`src/rtl/inst_encoder_pkg.sv`:
```
// Shared field layout for the instruction encoder and decoder.
// Field positions, widths and the default opcode upper bits live here.
package inst_encoder_pkg;

  localparam int INST_W  = 32;
  localparam int REG_W   = 5;
  localparam int ALU_W   = 4;
  localparam int OPC_W   = 3;

  localparam int RS1_LSB = 15;
  localparam int RS2_LSB = 20;
  localparam int RD_LSB  = 7;
  localparam int ALU_LSB = 0;
  localparam int OPC_LSB = 4;

  localparam logic [OPC_W-1:0] OPC_HI_DEFAULT = 3'b011;

  // Simultaneous push/pop activity seen by the buffer in one cycle.
  typedef enum logic [1:0] {
    FIFO_IDLE = 2'b00,
    FIFO_POP  = 2'b01,
    FIFO_PUSH = 2'b10,
    FIFO_BOTH = 2'b11
  } fifo_op_e;

  // Pack the register/ALU fields into a word; unused bits stay zero.
  function automatic logic [INST_W-1:0] encode_inst(
    input logic [REG_W-1:0] rs1,
    input logic [REG_W-1:0] rs2,
    input logic [REG_W-1:0] rd,
    input logic [ALU_W-1:0] alu,
    input logic [OPC_W-1:0] opc
  );
    logic [INST_W-1:0] word;
    word = {INST_W{1'b0}};
    word[RS2_LSB +: REG_W] = rs2;
    word[RS1_LSB +: REG_W] = rs1;
    word[RD_LSB  +: REG_W] = rd;
    word[OPC_LSB +: OPC_W] = opc;
    word[ALU_LSB +: ALU_W] = alu;
    return word;
  endfunction

endpackage

```
`src/rtl/inst_fifo.sv`:
```
// Valid/ready word buffer with a registered head output.
// The head register is refreshed on every push-into-empty or pop so it never reads storage combinationally.
module inst_fifo
  import inst_encoder_pkg::*;
#(
  parameter  int WIDTH = 32,
  parameter  int DEPTH = 4,
  localparam int PTR_W = $clog2(DEPTH),
  localparam int CNT_W = PTR_W + 1
) (
  input  logic             clk,
  input  logic             rst,
  input  logic             in_valid,
  output logic             in_ready,
  input  logic [WIDTH-1:0] in_data,
  output logic             out_valid,
  input  logic             out_ready,
  output logic [WIDTH-1:0] out_data,
  output logic [CNT_W-1:0] count
);

  localparam logic [CNT_W-1:0] FULL_CNT = CNT_W'(DEPTH);
  localparam logic [CNT_W-1:0] ONE_CNT  = CNT_W'(1);
  localparam logic [PTR_W-1:0] ONE_PTR  = PTR_W'(1);

  logic [WIDTH-1:0] mem_q [DEPTH];
  logic [PTR_W-1:0] head_q, head_d;
  logic [PTR_W-1:0] tail_q, tail_d;
  logic [CNT_W-1:0] count_q, count_d;
  logic [WIDTH-1:0] data_q, data_d;
  logic [PTR_W-1:0] head_next_s;
  logic             push_s;
  logic             pop_s;
  fifo_op_e         op_s;

  assign in_ready    = (count_q < FULL_CNT);
  assign out_valid   = (count_q != {CNT_W{1'b0}});
  assign push_s      = in_valid & in_ready;
  assign pop_s       = out_valid & out_ready;
  assign op_s        = fifo_op_e'({push_s, pop_s});
  assign head_next_s = head_q + ONE_PTR;
  assign out_data    = data_q;
  assign count       = count_q;

  // Pointer, occupancy and head-register next state.
  always_comb begin
    head_d  = head_q;
    tail_d  = tail_q;
    count_d = count_q;
    data_d  = data_q;
    case (op_s)
      FIFO_PUSH: begin
        tail_d  = tail_q + ONE_PTR;
        count_d = count_q + ONE_CNT;
        if (count_q == {CNT_W{1'b0}}) begin
          data_d = in_data;
        end else begin
          data_d = data_q;
        end
      end
      FIFO_POP: begin
        head_d  = head_next_s;
        count_d = count_q - ONE_CNT;
        if (count_q > ONE_CNT) begin
          data_d = mem_q[head_next_s];
        end else begin
          data_d = data_q;
        end
      end
      FIFO_BOTH: begin
        head_d = head_next_s;
        tail_d = tail_q + ONE_PTR;
        // With a single entry the word being pushed becomes the new head.
        if (count_q == ONE_CNT) begin
          data_d = in_data;
        end else begin
          data_d = mem_q[head_next_s];
        end
      end
      default: begin
        head_d = head_q;
      end
    endcase
  end

  // Control state; storage itself is never cleared.
  always_ff @(posedge clk or posedge rst) begin
    if (rst) begin
      head_q  <= {PTR_W{1'b0}};
      tail_q  <= {PTR_W{1'b0}};
      count_q <= {CNT_W{1'b0}};
      data_q  <= {WIDTH{1'b0}};
    end else begin
      head_q  <= head_d;
      tail_q  <= tail_d;
      count_q <= count_d;
      data_q  <= data_d;
    end
  end

  always_ff @(posedge clk) begin
    if (push_s) begin
      mem_q[tail_q] <= in_data;
    end
  end

endmodule

```
`src/rtl/inst_encoder.sv`:
```
// Packs register/ALU fields into 32-bit instruction words and buffers them
// behind a valid/ready FIFO; also counts words handed downstream.
module inst_encoder
  import inst_encoder_pkg::*;
#(
  parameter  int               DEPTH  = 4,
  parameter  logic [OPC_W-1:0] OPC_HI = OPC_HI_DEFAULT,
  localparam int               CNT_W  = $clog2(DEPTH) + 1
) (
  input  logic              clk,
  input  logic              rst,
  input  logic              in_valid,
  output logic              in_ready,
  input  logic [REG_W-1:0]  rs1,
  input  logic [REG_W-1:0]  rs2,
  input  logic [REG_W-1:0]  rd,
  input  logic [ALU_W-1:0]  alu_control,
  output logic              out_valid,
  input  logic              out_ready,
  output logic [INST_W-1:0] inst,
  output logic [CNT_W-1:0]  count,
  output logic [15:0]       issued
);

  logic [INST_W-1:0] encoded_s;
  logic              out_valid_s;
  logic              pop_s;
  logic [15:0]       issued_q, issued_d;

  assign encoded_s = encode_inst(rs1, rs2, rd, alu_control, OPC_HI);

  inst_fifo #(
    .WIDTH (INST_W),
    .DEPTH (DEPTH)
  ) u_fifo (
    .clk       (clk),
    .rst       (rst),
    .in_valid  (in_valid),
    .in_ready  (in_ready),
    .in_data   (encoded_s),
    .out_valid (out_valid_s),
    .out_ready (out_ready),
    .out_data  (inst),
    .count     (count)
  );

  assign out_valid = out_valid_s;
  assign pop_s     = out_valid_s & out_ready;
  assign issued    = issued_q;

  // Issued counter wraps silently at 16 bits.
  always_comb begin
    issued_d = issued_q;
    if (pop_s) begin
      issued_d = issued_q + 16'd1;
    end else begin
      issued_d = issued_q;
    end
  end

  always_ff @(posedge clk or posedge rst) begin
    if (rst) begin
      issued_q <= 16'd0;
    end else begin
      issued_q <= issued_d;
    end
  end

endmodule

```
`config.mk`:
```
export PLATFORM = sky130hd
export DESIGN_NAME = inst_encoder
export DESIGN_NICKNAME = d
export VERILOG_FILES = /design/src/rtl/inst_encoder_pkg.sv /design/src/rtl/inst_fifo.sv /design/src/rtl/inst_encoder.sv
export SDC_FILE = /design/constraint.sdc
export NUM_CORES = 1
export LEC_CHECK = 0
export ABC_CLOCK_PERIOD_IN_PS = 2400
export BUFFER_PORTS_ARGS = -buffer_cell sky130_fd_sc_hd__buf_2
export CORE_MARGIN = 2
export CORE_UTILIZATION = 51
export CTS_CLUSTER_SIZE = 16
export DETAILED_ROUTE_END_ITERATION = 7
export PLACE_DENSITY = 0.76
export SYNTH_ARGS = -nofsm -noshare
export SYNTH_HDL_FRONTEND = slang
export SYNTH_SLANG_ARGS = --single-unit
```
`constraint.sdc`:
```
create_clock -name clk -period 2.4 [get_ports clk]
set_input_delay 0.36 -clock clk [delete_from_list [all_inputs] [get_ports clk]]
set_output_delay 0.36 -clock clk [all_outputs]
set_load 0.03 [all_outputs]
```
* Yosys cells after proc, flatten, opt, wreduce, memory -nomap -nowiden
Memory sizes are Yosys's and may differ from the RTL's.
Cells that the tools add are included.
** Operators by class
- Bitwise gates (word level) :: 2
- Reductions and logical operators :: 7
- Equality and inequality tests :: 6
- Multipliers :: 0
- Add/subtract/negate cells :: 5
- Shift-type cells :: 0
- Mux-type cells :: 7
- Div/mod/pow operators :: 0
- Magnitude comparators :: 2
** Operators with widths (number)
- 32-bit 2-to-1 mux :: 3
- 32-bit case mux with 3 select lines :: 1
- 16-bit by 1-bit adder with 16-bit output, second input constant :: 1
- 3-bit case mux with 2 select lines :: 1
- 3-bit nonzero test :: 2
- 2-bit by 1-bit adder with 2-bit output, second input constant :: 2
- 2-bit == test, second input constant :: 2
- 2-bit by 1-bit inequality test with 1-bit output, second input constant :: 2
- 2-bit OR reduction :: 2
- 3-bit by 1-bit adder with 3-bit output, second input constant :: 1
- 3-bit by 1-bit == test with 1-bit output, second input constant :: 1
- 3-bit by 1-bit > comparator with 1-bit output, second input constant :: 1
- 3-bit zero test :: 1
- 3-bit less-than comparator, second input constant :: 1
- 3-bit AND reduction :: 1
- 3-bit by 1-bit subtractor with 3-bit output, second input constant :: 1
- 1-bit bitwise AND :: 2
- 2-bit by 1-bit == test with 1-bit output, second input constant :: 1
- 1-bit 2-to-1 mux :: 2
- 2-bit nonzero test :: 1
** Word-level totals
- Bits in latches :: 0
- Input port bits :: 23
- Bits in writable memories :: 76
- Word-level logic and storage cells :: 35
- Register bits after elaboration :: 55
- Bits in read-only memories :: 0
- Memories :: 1
- Output and inout bits :: 53
** Memory list
- u_fifo.mem_q :: words 4, width 19, rd ports 1, clocked after memory_dff 0, wr ports 1, RTL line inst_fifo.sv:26 : logic [WIDTH-1:0] mem_q [DEPTH];

* Longest topological paths before layout
Gate-level depths: netlist of run 1.
- Depth after elaboration :: 5
- Depth in mapped cells :: 12
- Gate-level depth less buffers :: 11

* Hierarchy
Synthesis of run 1 repeated with hierarchy kept, for this count alone.
** Second synthesis, totals
- Cell total of the unflattened synthesis :: 431
- Area total of the unflattened synthesis :: 7343.3 sq um
** By module, submodules not included
- inst_fifo :: cells each 367, area an instance 6632.6 sq um, times used 1, seq. area each 4819.6 sq um
- inst_encoder :: cells each 64, area an instance 710.7 sq um, times used 1, seq. area each 400.4 sq um

* Least setup slack after synthesis of run 1
No wires, ideal clock.
- Path kind :: register -> register
- Start :: register u_fifo.count_q[0] (netlist: u_fifo.count[0])
- End :: register u_fifo.data_q[0] (netlist: u_fifo.out_data[0])
- Required time :: 2.323 ns
- Period minus slack after synthesis :: 2.903 ns
- Data arrival time :: 2.826 ns
- Cell stages (with the launch flop) :: 13
- Setup time :: 0.077 ns
- Path slack :: -0.503 ns
- Buffers on the path :: 1
- Cells stage by stage :: dfrtp_1 inv_1 ha_1 nor2b_2 inv_1 nand2_2 inv_1 ha_1 nor2b_1 o21ai_2 clkbuf_1 a32oi_1 a21oi_1
** On the way
- Word-level cells in the longest chain between the ends :: 5
- Elaborated cells on any way between the ends :: 16
- Those cells by class :: order compare: 2; eq/ne: 6; mux: 2; bitwise: 2; reduce/logical: 4
** RTL lines
- from (decl) :: RTL line inst_fifo.sv:29 : logic [CNT_W-1:0] count_q, count_d;
- from (signal assigned) :: RTL line inst_fifo.sv:91 : count_q <= {CNT_W{1'b0}};
- from (signal assigned) :: RTL line inst_fifo.sv:96 : count_q <= count_d;
- 3-bit nonzero test (*) :: RTL line inst_fifo.sv:37 : assign out_valid = (count_q != {CNT_W{1'b0}});
- named net out_valid :: RTL line inst_encoder.sv:18 : output logic out_valid,
- 1-bit bitwise AND (*)
- named net pop_s :: RTL line inst_encoder.sv:27 : logic pop_s;
- 2-bit by 1-bit == test with 1-bit output or 2-bit == test (tied branches) :: RTL line inst_fifo.sv:51 : case (op_s)
- 2-bit by 1-bit inequality test with 1-bit output (no line) or 3-bit nonzero test (tied branches)
- 3-bit AND reduction (no line)
- to (signal assigned) :: RTL line inst_fifo.sv:92 : data_q <= {WIDTH{1'b0}};
- to (signal assigned) :: RTL line inst_fifo.sv:97 : data_q <= data_d;
- to (decl) :: RTL line inst_fifo.sv:30 : logic [WIDTH-1:0] data_q, data_d;
The timed path passes the listed nets; every way through them passes the cells marked *.
A chain may end at the register's enable or synchronous reset.

* Final worst setup path of run 1
- Start :: register u_fifo.count_q[1] (netlist: u_fifo.count[1])
- End :: register u_fifo.data_q[22] (netlist: u_fifo.out_data[22])
** On the way
- Word-level cells in the longest chain between the ends :: 5
- Elaborated cells on any way between the ends :: 16
- Those cells by class :: order compare: 2; eq/ne: 6; mux: 2; bitwise: 2; reduce/logical: 4
** RTL lines (RTL line)
- 3-bit nonzero test (*) :: inst_fifo.sv:37
- 1-bit bitwise AND (*)
- named net pop_s :: inst_encoder.sv:27
- 2-bit by 1-bit == test with 1-bit output or 2-bit == test (tied branches) :: inst_fifo.sv:51
- 2-bit by 1-bit inequality test with 1-bit output (no line) or 3-bit nonzero test (tied branches)
- 3-bit AND reduction (no line)
Marks and branches as above.

==> metrics.cfg, run 1 <==
[sta]
fin_crit_sh_pct=96.4
hold_viol_final=0
max_slew_margin_pct=54.7
max_freq_ghz=0.432
report.final.slew_viol_count=0
fin_skew_ns=0.00592
whs_ns=0.0802
worst_pin_slew_ns=0.679
min_period_ns=2.31
final-setup-viol-count=0

[flow_run]
cap_violations=0

[run_status]
outcome=finished, final reports clean

[route]
drt_wl_total_mm=11.2
vias=3077
avgRoutedWirePerCell_um=20.0
dr.max_layer_used=met4
wl_met2_mm=5.81
vias_per_cell=5.51
dr.pass1.iters=5
postRouteAntennaNets=0
drt-initial-drc-count=261
wl_met1_mm=4.41
routed-wl-met3_um=822
route.detailed.drc=0

[global_routing]
grt_pass1_vias=3020
antenna_found_initial=0
grt_max_degree=40
grt_overflow_total=0
grt_usage_pct=21.4
grt_first_pass_wirelength_mm=16.2

[clock_network]
cts_buffer_depth=2
insertion_delay_ns=0.51
htree_levels=4
clk_pin_slew_ns=0.06
root_buffer=clkbuf_8
clock_sinks=119
numCtsBuffers=17
cts_tree=done

[worst_setup_path]
crit_required_ns=2.83
crit_arrival_ns=2.74
critical_path.most_common_cell=buf_12
cp-end-kind=flip-flop
start_kind=flip-flop
crit_type=flip-flop to flip-flop
worstPathMaxFanout=10
rr_worst_depth=13
slowest_delay_ns=0.40
path_cells=inv_1 > ha_4 > nor2b_4 > inv_4 > nand2_4 > inv_2 > ha_2 > nor2b_1 > a221oi_4 > buf_12 > buf_12 > nor2_1 > a21oi_1
slowest_stage=dfrtp_2

[pwr]
p_int_w=0.00554
ir_worst_vdd_mv=0.620
comb_power_share_pct=35.7
p_leak_nw=2.46
power.density_nw_per_um2=1370
power_switching_share_pct=35.8
pwr-share-clk_pct=29.3
power_frac_seq_pct=35.0
p_switching_w=0.00309

[die]
die_w_um=103
rows=36
core-area_sq_um=9640
fp.dieH_um=103
dieArea_sq_um=10600
start_util_pct=51.6
io_pins=76

[hold_path]
holdCritPathClass=primary input to flip-flop
hold_depth=1

[logic_synthesis]
avgSynthCellArea_sq_um=15.6
synth_area_sq_um=4970
ys_warn_count=0
ys_seq_area_share_pct=67.5
syn_inst=318
yosysUniqueCellTypes=34
synth_seq_cells=119

[place]
gp_routability_congestion=0.797
hpwl_mm=6.72
dp_cells=519
port_buffers=64

[layout]
nets=448
final_common_cell=edfxtp_1
syn_to_final_growth_pct=26.6
num-fill-cells=672
multiInputGateArea_sq_um=1510
n_antenna_cell=0
finalNonFillerCells=558
register_area_sq_um=3360
drive_gt1_share_pct=36.9
final_cell_mix=edfxtp_1 (76), buf_2 (64), dfrtp_1 (41)

sequential cells by signal, summed over array words and instances (netlist names):
name             flops
issued              16
u_fifo.count         3
u_fifo.head_q        2
u_fifo.mem_q        76
u_fifo.out_data     20
u_fifo.tail_q        2
layout make-up:
cell class,instances,share of cell area (%)
well taps,133,2.64
clock buffers,18,6.80
repair buffers,90,9.58
clock inverters,14,2.76
flip-flops and latches,119,53.4
multi-input cells,171,24.0
inverters,13,0.815
through the flow:
step / area, sq um / total power (W) / setup TNS (ns) / worst slack [ns] / utilization [%]
3_3_place_gp: 5560 / 0.00573 / 0 / 0.0316 / 57.7
6_report: 6300 / 0.00863 / 0 / 0.0859 / 65.3
2_1_floorplan: 5050 / 0.00496 / 0 / 0.0367 / -
4_1_cts: 6190 / 0.00844 / 0 / 0.0359 / 64.2
3_5_place_dp: 5560 / 0.00584 / -0.478 / -0.0581 / 57.7
5_1_grt: 6300 / 0.00901 / -0.0000568 / -0.0000568 / 65.3
what timing repair did:
action,4_1_cts,5_1_grt
resized for setup,3,2
buffers inserted,0,4
hold buffers,1,0
endpoints found under the setup margin,19,19
hold endpoints to repair,26,0
pin swaps,0,2
cloned,0,2
cell families (layout without fill, tap and decap cells):
logic type	Yosys count	after routing	share of synthesized area (%)
flops	119	119	67.5
simple gates	61	61	6.24
compound gates	45	45	6.29
buf+inv	38	135	4.10
xor+xnor	21	21	3.70
mux	20	20	8.83
fa+ha+maj	13	13	3.27
other cells	1	11	0.0754
cells in the mapped netlist, drive strengths merged:
| cell type | count | share of area (%) |
|---|---|---|
| nand4 | 4 | 0.63 |
| a32oi | 19 | 3.3 |
| mux4 | 19 | 8.6 |
| and4 | 1 | 0.18 |
| inv | 13 | 0.98 |
| a221oi | 1 | 0.30 |
| ha | 13 | 3.3 |
| nor2 | 26 | 2.0 |
| or2 | 1 | 0.13 |
| nor2b | 4 | 0.55 |
| nor4 | 3 | 0.68 |
| nor3 | 2 | 0.20 |
| conb | 1 | 0.075 |
| or3 | 1 | 0.13 |
| edfxtp | 76 | 46 |
| xnor2 | 14 | 2.5 |
| nand2 | 11 | 0.88 |
| o21bai | 1 | 0.15 |
| nand3 | 4 | 0.40 |
| clkbuf | 4 | 0.30 |
| xor2 | 7 | 1.2 |
| dfrtp | 43 | 22 |
| mux2 | 1 | 0.23 |
| o21ai | 3 | 0.38 |
| a21oi | 21 | 2.1 |
| and2 | 4 | 0.50 |
| buf | 21 | 2.8 |
metal layers:
layer  global-route usage (%)  up-vias
li1                         -     1363
met3                     5.49       11
met5                        0        -
met1                     28.5     1550
met2                     34.7      153
met4                     7.69        0
power groups by stage:
stage | sequential (W) | clock (W) | combinational [W]
CTS | 0.00302 | 0.00257 | 0.00285
detailed placement | 0.00304 | 0 | 0.00279
finish | 0.00302 | 0.00253 | 0.00308
global route | 0.00307 | 0.00265 | 0.00330
floorplan | 0.00347 | 0 | 0.00149
global placement | 0.00302 | 0 | 0.00271
worst paths after layout:
check	startpoint	endpoint	slack (ns)
max	u_fifo.count[1]	u_fifo.out_data[22]	0.09
min	rd[3]	u_fifo.mem_q[3][7]	0.08
max reg2reg	u_fifo.count[1]	u_fifo.out_data[22]	0.09
min reg2reg	issued[15]	issued[15]	0.47
max in group asynchronous	rst	u_fifo.out_data[8]	1.38
min in group asynchronous	rst	u_fifo.out_data[19]	0.50
worst max-delay path: cells and delay by family, from the launching register on:
family | cells | cell delay [ns]
buf+inv | 5 | 0.53
flops | 1 | 0.40
fa+ha+maj | 2 | 0.38
compound gates | 2 | 0.45
simple gates | 4 | 0.47
No activity file was read; power rests on OpenSTA's default activity.
==> run 2: changes to the inputs <==
- CELL_PAD_IN_SITES_DETAIL_PLACEMENT: not set -> 1
- CELL_PAD_IN_SITES_GLOBAL_PLACEMENT: not set -> 2
- CORE_UTILIZATION: 51 -> 36
- PLACE_DENSITY: 0.76 -> not set
- PLACE_DENSITY_LB_ADDON: not set -> 0.1
==> metrics.cfg, run 2 (synthesized netlist as in run 1, its figures left out) <==
[worst_setup_path]
r2r_slack_ns=0.15
rr_worst_depth=11
cp-end-kind=flip-flop
cp.depth=11
slowest_delay_ns=0.53
cp-startpoint=u_fifo.count[0]
crit_required_ns=2.73
cp-endpoint=u_fifo.out_data[19]
rr_endpoint=u_fifo.out_data[19]
slowest_stage=o21ai_4
crit_arrival_ns=2.58
worstPathMaxFanout=19
crit_type=flip-flop to flip-flop
cp_top_family=compound AO/OA/AOI/OAI gates
r2r-start=u_fifo.count[0]
path_cells=inv_1 > ha_1 > nor2b_4 > inv_4 > nand2_4 > inv_2 > ha_2 > nor2b_1 > o21ai_4 > a32oi_1 > a21oi_1
crit_buf_inv=3
start_kind=flip-flop

[die]
start_util_pct=37.3
rows=42
die_w_um=122
io_pins=76
dieArea_sq_um=14800
core-area_sq_um=13300
fp.dieH_um=122

[place]
port_buffers=64
placed_cell_area_sq_um=5670
dp_cells=568
hpwl_mm=7.22
gp_routability_congestion=0.747

[pwr]
p_switching_w=0.00298
p_int_w=0.00590
power.density_nw_per_um2=1390
comb_power_share_pct=33.0
power_frac_seq_pct=33.6
ir_worst_vdd_mv=0.792
p_leak_nw=2.50
pwr-share-clk_pct=33.4
power_switching_share_pct=33.6

[global_routing]
grt_max_degree=40
grt_first_pass_wirelength_mm=18.3
antenna_found_initial=0
grt_pass1_vias=3240
grt_overflow_total=0
grt_usage_pct=17.0

[clock_network]
clock_sinks=119
insertion_delay_ns=0.42
cts_tree=done
cts_buffer_depth=2
numCtsBuffers=17
clk_pin_slew_ns=0.06
postCtsSetupRepairBufs=0
htree_levels=4
root_buffer=clkbuf_16

[sta]
fin_crit_sh_pct=93.6
max_slew_margin_pct=57.8
hold_viol_final=0
min_period_ns=2.25
whs_ns=0.180
report.final.slew_viol_count=0
final-setup-viol-count=0
fin_skew_ns=0.00643
worst_pin_slew_ns=0.630
rsz0062_at_grt=false
fin_setup_tns_ns=0
max_freq_ghz=0.445

[route]
drt-initial-drc-count=227
vias_per_cell=4.88
route.detailed.drc=0
drt_wl_total_mm=11.2
vias=2933
avgRoutedWirePerCell_um=18.6
postRouteAntennaNets=0
dr.pass1.iters=5

[layout]
n_antenna_cell=0
final_area_sq_um=6390
drive_gt1_share_pct=36.5
fin_util_pct=47.8
syn_to_final_growth_pct=28.4
largest_register_ffs=76
nets=448
top_register=u_fifo.mem_q
final_common_cell=edfxtp_1
finalNonFillerCells=601
final_cell_mix=edfxtp_1 (76), buf_2 (64), dfrtp_1 (41)

[flow_run]
cap_violations=0

[run_status]
outcome=finished, final reports clean

[hold_path]
holdCritPathClass=primary input to flip-flop

[run 2: how the worst min path moves through the flow]
| stage | from | slack, ns | depth (start not counted) | endpoint |
|---|---|---|---|---|
| floorplan | alu_control[0] | 0.46 | 0 | u_fifo.mem_q[0][0] |
| global placement | rst | 0.36 | 2 | issued[10] |
| detailed placement | rst | 0.36 | 2 | issued[10] |
| CTS | rs2[2] | 0.16 | 1 | u_fifo.mem_q[3][16] |
| global route | rs1[0] | 0.16 | 1 | u_fifo.mem_q[1][9] |
| finish | rs2[2] | 0.18 | 1 | u_fifo.mem_q[3][16] |
[run 2: area by class of cell]
| cell class | instances | area [sq um] |
|---|---|---|
| Clock buffer | 19 | 443 |
| Clock inverter | 13 | 250 |
| Fill cell | 1351 | 6960 |
| Inverter | 13 | 51.3 |
| Multi-Input combinational cell | 171 | 1490 |
| Sequential cell | 119 | 3360 |
| Tap cell | 176 | 220 |
| Timing Repair Buffer | 90 | 568 |
[run 2: through the flow]
stage                     setup slack (ns)  total power [W]
after floorplan                     0.0367          0.00496
after global placement              0.0185          0.00591
after detailed placement           -0.0944          0.00598
after CTS                            0.141          0.00902
after global routing                0.0362          0.00939
final                                0.153          0.00889
[run 2: power groups by stage]
stage | clock network (W) | registers [W] | logic (W)
global placement | 0 | 0.00301 | 0.00290
detailed placement | 0 | 0.00302 | 0.00295
CTS | 0.00303 | 0.00300 | 0.00299
floorplan | 0 | 0.00347 | 0.00149
global route | 0.00312 | 0.00306 | 0.00321
finish | 0.00297 | 0.00299 | 0.00293
[run 2: what timing repair did]
action	4_1_cts	5_1_grt
resized for setup	2	0
hold buffers	1	0
setup endpoints to repair	19	0
hold endpoints to repair	14	0
[run 2: routing by layer]
metal,GRT usage [%],up-vias,part of all wire [%]
li1,-,1362,-
met3,4.92,14,3.3
met1,23.0,1500,47
met2,26.3,57,49
met5,0,-,0
met4,6.11,0,1.4
